===== config.mk =====
export PLATFORM = sky130hd
export DESIGN_NAME = instr_fetch_unit_flat
export DESIGN_NICKNAME = d
export VERILOG_FILES = /design/src/rtl/instr_fetch_unit_if.sv /design/src/rtl/instr_fetch_unit.sv /design/src/flat_wrapper.sv
export SDC_FILE = /design/constraint.sdc
export NUM_CORES = 1
export LEC_CHECK = 0
export CAP_MARGIN = 30
export CORE_UTILIZATION = 25
export DETAILED_ROUTE_END_ITERATION = 10
export PLACE_DENSITY = 0.55
export RECOVER_POWER = 25
export SLEW_MARGIN = 5
export SYNTH_ARGS = -nofsm -noshare
export SYNTH_HDL_FRONTEND = slang
export SYNTH_SLANG_ARGS = --single-unit

===== constraint.sdc =====
create_clock -name clk -period 7.43 [get_ports clk]
set_input_delay 1.486 -clock clk [delete_from_list [all_inputs] [get_ports clk]]
set_output_delay 1.486 -clock clk [all_outputs]
set_load 0.05 [all_outputs]

===== src/rtl/instr_fetch_unit_if.sv =====
// Fetch unit bus bundle: redirect input, instruction-memory request/response
// channel and the fetch-to-decode handshake.
interface instr_fetch_unit_if #(
    parameter int DWIDTH = 32
);
    logic              redirect_valid;
    logic [DWIDTH-1:0] redirect_pc;
    logic              imem_req;
    logic [DWIDTH-1:0] imem_addr;
    logic              imem_gnt;
    logic              imem_rvalid;
    logic [DWIDTH-1:0] imem_rdata;
    logic              if_valid;
    logic [DWIDTH-1:0] if_instr;
    logic [DWIDTH-1:0] if_pc;
    logic              id_ready;

    modport master (
        input  redirect_valid, redirect_pc, imem_gnt, imem_rvalid, imem_rdata, id_ready,
        output imem_req, imem_addr, if_valid, if_instr, if_pc
    );

    modport slave (
        output redirect_valid, redirect_pc, imem_gnt, imem_rvalid, imem_rdata, id_ready,
        input  imem_req, imem_addr, if_valid, if_instr, if_pc
    );
endinterface


===== src/rtl/instr_fetch_unit.sv =====
// Instruction fetch unit: single-outstanding memory requests feeding a
// 2-entry {pc,instr} buffer towards decode, with branch redirect and flush.
module instr_fetch_unit #(
    parameter int                DWIDTH   = 32,
    parameter logic [DWIDTH-1:0] RESET_PC = '0
) (
    input  logic                clk,
    input  logic                rst_n,
    instr_fetch_unit_if.master  bus,
    output logic [1:0]          dbg_state
);
    // Handshakes: a memory request transfers on a cycle with imem_req && imem_gnt;
    // decode consumes the head entry on a cycle with if_valid && id_ready.
    typedef enum logic [1:0] {
        S_REQ   = 2'd0,
        S_WAIT  = 2'd1,
        S_STALL = 2'd2
    } state_t;

    localparam logic [DWIDTH-1:0] PC_STEP    = DWIDTH'(4);
    localparam logic [DWIDTH-1:0] ALIGN_MASK = ~DWIDTH'(3);

    state_t            state, state_nx;
    logic [DWIDTH-1:0] fetch_pc, fetch_pc_nx;
    logic [DWIDTH-1:0] req_pc;
    logic              drop, drop_nx;
    logic [DWIDTH-1:0] fifo_pc    [2];
    logic [DWIDTH-1:0] fifo_instr [2];
    logic              rd_ptr, wr_ptr;
    logic [1:0]        count, count_nx;
    logic              granted, resp, push, pop, flush;

    assign granted = (state == S_REQ) && bus.imem_gnt;
    assign resp    = (state == S_WAIT) && bus.imem_rvalid;
    assign flush   = bus.redirect_valid;
    assign pop     = bus.if_valid && bus.id_ready;
    // A response racing a redirect belongs to the old path and is discarded.
    assign push    = resp && !drop && !flush;

    assign bus.imem_req  = rst_n && (state == S_REQ);
    assign bus.imem_addr = {fetch_pc[DWIDTH-1:2], 2'b00};
    assign bus.if_valid  = (count != 2'd0);
    assign bus.if_instr  = fifo_instr[rd_ptr];
    assign bus.if_pc     = fifo_pc[rd_ptr];
    assign dbg_state     = state;

    always_comb begin
        count_nx = count;
        if (flush) begin
            count_nx = 2'd0;
        end else begin
            case ({push, pop})
                2'b10:   count_nx = count + 2'd1;
                2'b01:   count_nx = count - 2'd1;
                default: count_nx = count;
            endcase
        end
    end

    always_comb begin
        state_nx    = state;
        fetch_pc_nx = fetch_pc;
        drop_nx     = drop;
        case (state)
            S_REQ: begin
                if (bus.imem_gnt) begin
                    fetch_pc_nx = fetch_pc + PC_STEP;
                    state_nx    = S_WAIT;
                end
            end
            S_WAIT: begin
                if (bus.imem_rvalid) begin
                    drop_nx  = 1'b0;
                    state_nx = (count_nx < 2'd2) ? S_REQ : S_STALL;
                end
            end
            S_STALL: begin
                if ((count < 2'd2) || flush) state_nx = S_REQ;
            end
            default: state_nx = S_REQ;
        endcase
        // The drop flag only tracks a request whose response is still to come.
        if (flush) begin
            fetch_pc_nx = bus.redirect_pc & ALIGN_MASK;
            if (granted || ((state == S_WAIT) && !bus.imem_rvalid)) drop_nx = 1'b1;
        end
    end

    always_ff @(posedge clk) begin
        if (!rst_n) begin
            state    <= S_REQ;
            fetch_pc <= RESET_PC & ALIGN_MASK;
            req_pc   <= '0;
            drop     <= 1'b0;
            count    <= 2'd0;
            rd_ptr   <= 1'b0;
            wr_ptr   <= 1'b0;
            for (int i = 0; i < 2; i++) begin
                fifo_pc[i]    <= '0;
                fifo_instr[i] <= '0;
            end
        end else begin
            state    <= state_nx;
            fetch_pc <= fetch_pc_nx;
            drop     <= drop_nx;
            count    <= count_nx;
            if (granted) req_pc <= fetch_pc;
            if (flush) begin
                rd_ptr <= 1'b0;
                wr_ptr <= 1'b0;
            end else begin
                if (push) begin
                    fifo_pc[wr_ptr]    <= req_pc;
                    fifo_instr[wr_ptr] <= bus.imem_rdata;
                    wr_ptr             <= ~wr_ptr;
                end
                if (pop) rd_ptr <= ~rd_ptr;
            end
        end
    end
endmodule


===== src/flat_wrapper.sv =====
// flat-port wrapper written by rule: the top's interface ports become plain ports
module instr_fetch_unit_flat 
#(
    parameter int                DWIDTH   = 32,
    parameter logic [DWIDTH-1:0] RESET_PC = '0
)
  (clk, rst_n, dbg_state, bus_redirect_valid, bus_redirect_pc, bus_imem_gnt, bus_imem_rvalid, bus_imem_rdata, bus_id_ready, bus_imem_req, bus_imem_addr, bus_if_valid, bus_if_instr, bus_if_pc);
  instr_fetch_unit_if #(.DWIDTH(DWIDTH)) bus_i ();
  input  logic clk;
  input  logic rst_n;
  output logic [1:0] dbg_state;
  input wire logic [$bits(bus_i.redirect_valid)-1:0] bus_redirect_valid;
  input wire logic [$bits(bus_i.redirect_pc)-1:0] bus_redirect_pc;
  input wire logic [$bits(bus_i.imem_gnt)-1:0] bus_imem_gnt;
  input wire logic [$bits(bus_i.imem_rvalid)-1:0] bus_imem_rvalid;
  input wire logic [$bits(bus_i.imem_rdata)-1:0] bus_imem_rdata;
  input wire logic [$bits(bus_i.id_ready)-1:0] bus_id_ready;
  output wire logic [$bits(bus_i.imem_req)-1:0] bus_imem_req;
  output wire logic [$bits(bus_i.imem_addr)-1:0] bus_imem_addr;
  output wire logic [$bits(bus_i.if_valid)-1:0] bus_if_valid;
  output wire logic [$bits(bus_i.if_instr)-1:0] bus_if_instr;
  output wire logic [$bits(bus_i.if_pc)-1:0] bus_if_pc;
  assign bus_i.redirect_valid = bus_redirect_valid;
  assign bus_i.redirect_pc = bus_redirect_pc;
  assign bus_i.imem_gnt = bus_imem_gnt;
  assign bus_i.imem_rvalid = bus_imem_rvalid;
  assign bus_i.imem_rdata = bus_imem_rdata;
  assign bus_i.id_ready = bus_id_ready;
  assign bus_imem_req = bus_i.imem_req;
  assign bus_imem_addr = bus_i.imem_addr;
  assign bus_if_valid = bus_i.if_valid;
  assign bus_if_instr = bus_i.if_instr;
  assign bus_if_pc = bus_i.if_pc;
  instr_fetch_unit #(.DWIDTH(DWIDTH), .RESET_PC(RESET_PC)) u_core (.clk(clk), .rst_n(rst_n), .bus(bus_i), .dbg_state(dbg_state));
endmodule

# After elaboration in Yosys (flattened, before gate mapping)
# Memory sizes are Yosys's and may differ from the RTL's. A register that Yosys moved wholly into a read port is not among the register bits.
# Cells that the tools add are included.
# op_classes
addsub,3
order_cmp,2
eq_ne,7
mux,29
bitwise,3
reduce_logical,22
# op_table
op,n
32-bit two-way mux,5
32-bit OR reduction,2
"32-bit by 3-bit adder with 32-bit output, second input constant",1
1-bit two-way mux,17
2-bit two-way mux,5
1-bit logical AND,7
2-bit one-hot mux with 3 select lines,1
2-bit nonzero test,3
"2-bit by 1-bit == test with 1-bit output, second input constant",2
"2-bit == test, second input constant",2
"2-bit less-than comparator, second input constant",2
"2-bit != test, second input constant",2
2-bit one-hot mux with 2 select lines,1
2-bit AND reduction,2
1-bit zero test,3
1-bit NOT,3
3-bit AND reduction,1
"2-bit by 1-bit adder with 2-bit output, second input constant",1
2-bit zero test,1
1-bit logical OR,2
"2-bit by 1-bit != test with 1-bit output, second input constant",1
2-bit OR reduction,1
"2-bit by 1-bit subtractor with 2-bit output, second input constant",1
# word_totals
register_bits,71
ram_bits,128
input_bits,70
output_inout_bits,100
word_cells,76
mem_count,2
# memory_table
name,depth,word_bits,read_ports,rd_clocked_by_memory_dff,write_ports,line_no,text
u_core.fifo_instr,2,32,1,1,2,instr_fetch_unit.sv:28,logic [DWIDTH-1:0] fifo_instr [2];
u_core.fifo_pc,2,32,1,1,2,instr_fetch_unit.sv:27,logic [DWIDTH-1:0] fifo_pc [2];

# Logic depth before layout (Yosys ltp)
# depth
word_depth,11
ltp_mapped,9

# Worst setup path before layout
# No wires, ideal clock.
# synth_path
path_kind,input to register
from,input port bus_imem_rvalid
to,"memory u_core.fifo_instr[0][0], enable pin"
setup_time_ns,0.568
t_arrival_ns,6.248
required_time_ns,6.862
slack_ns,0.614
cell_stages,4
cell_sequence,nand3b_1 > nor2_1 > nand2_1 > o21ai_0
# synth_rtl
element,line_no,text
start: declaration,flat_wrapper.sv:15,input wire logic [$bits(bus_i.imem_rvalid)-1:0] bus_imem_rvalid;
end: declaration,instr_fetch_unit.sv:28,

==> results.cfg <==
[power]
p_leak_nw = 3.989
powerDensity_nw_per_um2 = 218.8
ir_worst_vdd_mv = 0.1582
power.total_mw = 2.474

[run_status]
status = complete, but fails checks
violations = capacitance limit, slew limit

[synthesis]
synthMuxAreaShare = 0.08402
synth_compound_area_frac = 0.07655
synth_ff_type = edfxtp_1
synth_area_um2 = 8548
yosysUniqueCellTypes = 47
synth_xor_area_frac = 0.01434
synth-async-reset-ratio = 0
synth_top_area_share = 0.4356
yosysSeqAreaShare = 0.5948
synth_top_cell_by_area = edfxtp_1
syn_avg_cell_area_um2 = 11.74
yosys.area_share.simple = 0.1992
synth_top_family_by_area = simple AND/OR/NAND/NOR gates
yosys_warnings = 0
synth_most_common_cell = and2_1
synth_edf_count = 124
syn_inst = 728
yosys-top-cells-count = and2_1 (128), edfxtp_1 (124), nand2_1 (72)
synth_area_leaders = edfxtp_1 (44%), dfxtp_1 (16%), and2_1 (9.4%), mux2_2 (8.2%), nand2_1 (3.2%)
synth_fa_ha_area_frac = 0.002927
ys_seq_elements = 192

[floorplanning]
row_count = 67
die_w_um = 186.9
die_h_um = 186.9
ios = 170
die_area_um2 = 34940
core_um2 = 33620
initial_core_util = 0.2543

[sta]
fin_skew_ps = 21.06
final.period_utilization = 0.7409
relSlewSlack = -0.7961
max_freq_ghz = 0.1817
hold_viol = 0
setup_viol_count_final = 0
fin_setup_tns_ps = 0
worst_slew_pin_slew_ps = 2694
holdWs_ps = 472.9
period_minus_slack_ps = 5505
final_max_slew_viol_count = 150
grt_setup_unrepaired = no

[drt]
wl_met3_um = 1150
avgRoutedWirePerCell_um = 16.17
wl_um = 21570
drc = 0
via_count = 5845
drtPass1Iterations = 4
drtIter0Drc = 260
via_per_inst = 4.382
routed-wl-met2_um = 9552
wl_met1_um = 10680
ant_nets = 0
maxUsedRoutingLayer = met4

[placement]
dp_hpwl_um = 13950
place_congestion = 0.7239
port_buffers = 163
dp.cells = 1301

[cts]
cts-resized-gates = 0
htree_levels = 4
clock_latency_ps = 450
root_buffer = clkbuf_16
clk_pin_slew_worst_paths_ps = 80
cts_tree = yes
numCtsBuffers = 17
cts_sinks = 192
clockBufferDepth = 2
hold_buffers = 0
cts_setup_buffers = 0

[min_path]
whs_endpoint = u_core.req_pc[21]$_SDFFE_PN0P_
whs_path_depth = 2
hp-class = reg -> reg
hold_path.startpoint = u_core.req_pc[21]$_SDFFE_PN0P_

[global_route]
grt_overflow_total = 0
grt_max_degree = 64
grt_pass1_wl_um = 33460
grt_pass1_vias = 5561
antenna_found_initial = 0
track_usage = 0.1245

[layout]
final_nets = 945
multi_input_area_um2 = 3271
fillers = 3342
layoutNonFillerInstCount = 1334
register_area_um2 = 5086
area_growth_pct = 32.27
num_antenna_cells = 0
final_layout_size_suffix_gt1_frac = 0.1287

[setup_path]
startpoint_type = primary input
r2r_start = u_core.dbg_state[0]$_SDFFE_PN0P_
ff2ff_path_depth = 6
path_max_fanout = 63
critPathCaptureType = register
cp.arrival_ps = 5610
cp_data_required_time_ps = 7540
r2r_slack_ps = 3010
critical_path_class = in -> reg
r2r-end = u_core.fifo_instr[1][1]$_SDFFCE_PN0P_

[job]
drv_cap = 3
worst max-delay path, cell delays in order:
cell	delay, ps
clkdlybuf4s50_1	390
buf_4	220
nor2b_1	380
and3_2	240
clkbuf_1	1900
nand2b_4	620
buf_16	310
cell families (layout without fill, tap and decap cells):
| group | after synthesis | in the layout |
|---|---|---|
| simple gates | 300 | 300 |
| flops | 192 | 192 |
| compound gates | 98 | 98 |
| mux | 64 | 64 |
| buf+inv | 57 | 212 |
| xor+xnor | 14 | 14 |
| fa+ha+maj | 2 | 2 |
| other cells | 1 | 4 |
layout make-up:
| class | instances | share of cell area |
|---|---|---|
| timing repair buffer | 176 | 0.1546 |
| sequential | 192 | 0.4498 |
| tap | 448 | 0.04957 |
| multi-input combinational | 482 | 0.2893 |
| inverter | 4 | 0.001328 |
| clock buffer | 17 | 0.03762 |
| clock inverter | 15 | 0.01782 |
sequential cells by signal, indices dropped and copies added (netlist names), named ones only:
| name | count |
|---|---|
| u_core.fifo_pc | 60 |
| u_core.drop | 1 |
| u_core.req_pc | 30 |
| u_core.wr_ptr | 1 |
| u_core.dbg_state | 2 |
| u_core.rd_ptr | 1 |
| u_core.fetch_pc | 30 |
| u_core.count | 2 |
| u_core.fifo_instr | 64 |
power breakdown:
group	switching [mW]	internal, mW	leakage (nW)	total [mW]
registers	0.0360	1.18	1.84	1.21
clock network	0.485	0.468	0.301	0.953
logic	0.190	0.117	1.84	0.307
through the flow:
stage               area [um2]  utilization  setup WS (ps)
finish                   11310       0.3364           1925
global route             11310       0.3364           1551
detailed placement       10670       0.3175           2770
CTS                      11300       0.3362           2982
floorplan                 8559            -          614.4
global placement         10640       0.3165           2798
cell usage in the layout (no fill, tap or decap), types with 5 or more instances in the layout:
master / netlist / routed
and4_1: 6 / 6
clkbuf_1: 43 / 5
mux2_2: 62 / 62
nand3_1: 11 / 11
xnor2_1: 10 / 10
and2_0: 0 / 6
a21boi_0: 29 / 29
buf_4: 4 / 7
edfxtp_1: 124 / 124
clkdlybuf4s50_1: 0 / 152
nand4_1: 9 / 9
nor2b_1: 6 / 6
nand2_1: 72 / 72
dfxtp_1: 68 / 67
clkbuf_16: 0 / 17
and3_1: 7 / 6
o31ai_1: 5 / 5
a31oi_1: 8 / 8
and2_1: 128 / 122
or4_1: 6 / 6
a311oi_1: 6 / 6
clkinv_8: 0 / 5
o21ai_0: 29 / 28
nor2_1: 14 / 14
o211a_1: 5 / 5
nor4_1: 8 / 6
a21oi_1: 8 / 8
dlygate4sd3_1: 0 / 10
nor3_1: 10 / 10
layer usage:
layer | global-route usage | up-vias
met2 | 0.1864 | 157
met3 | 0.03340 | 11
met5 | 0 | -
met1 | 0.1769 | 2784
li1 | - | 2893
met4 | 0.03058 | 0
how the worst max path moves through the flow:
stage | cells after the start | end | from
floorplan | 4 | u_core.fifo_instr[0][0]$_SDFFCE_PN0P_ | bus_imem_rvalid
global placement | 6 | u_core.fifo_instr[1][1]$_SDFFCE_PN0P_ | bus_redirect_valid
detailed placement | 6 | u_core.fifo_instr[1][1]$_SDFFCE_PN0P_ | bus_redirect_valid
CTS | 3 | bus_if_pc[18] | register
global route | 7 | u_core.fifo_instr[1][1]$_SDFFCE_PN0P_ | bus_redirect_valid
finish | 7 | u_core.fifo_instr[1][1]$_SDFFCE_PN0P_ | bus_redirect_valid
Power figures use the tool's default switching activity.
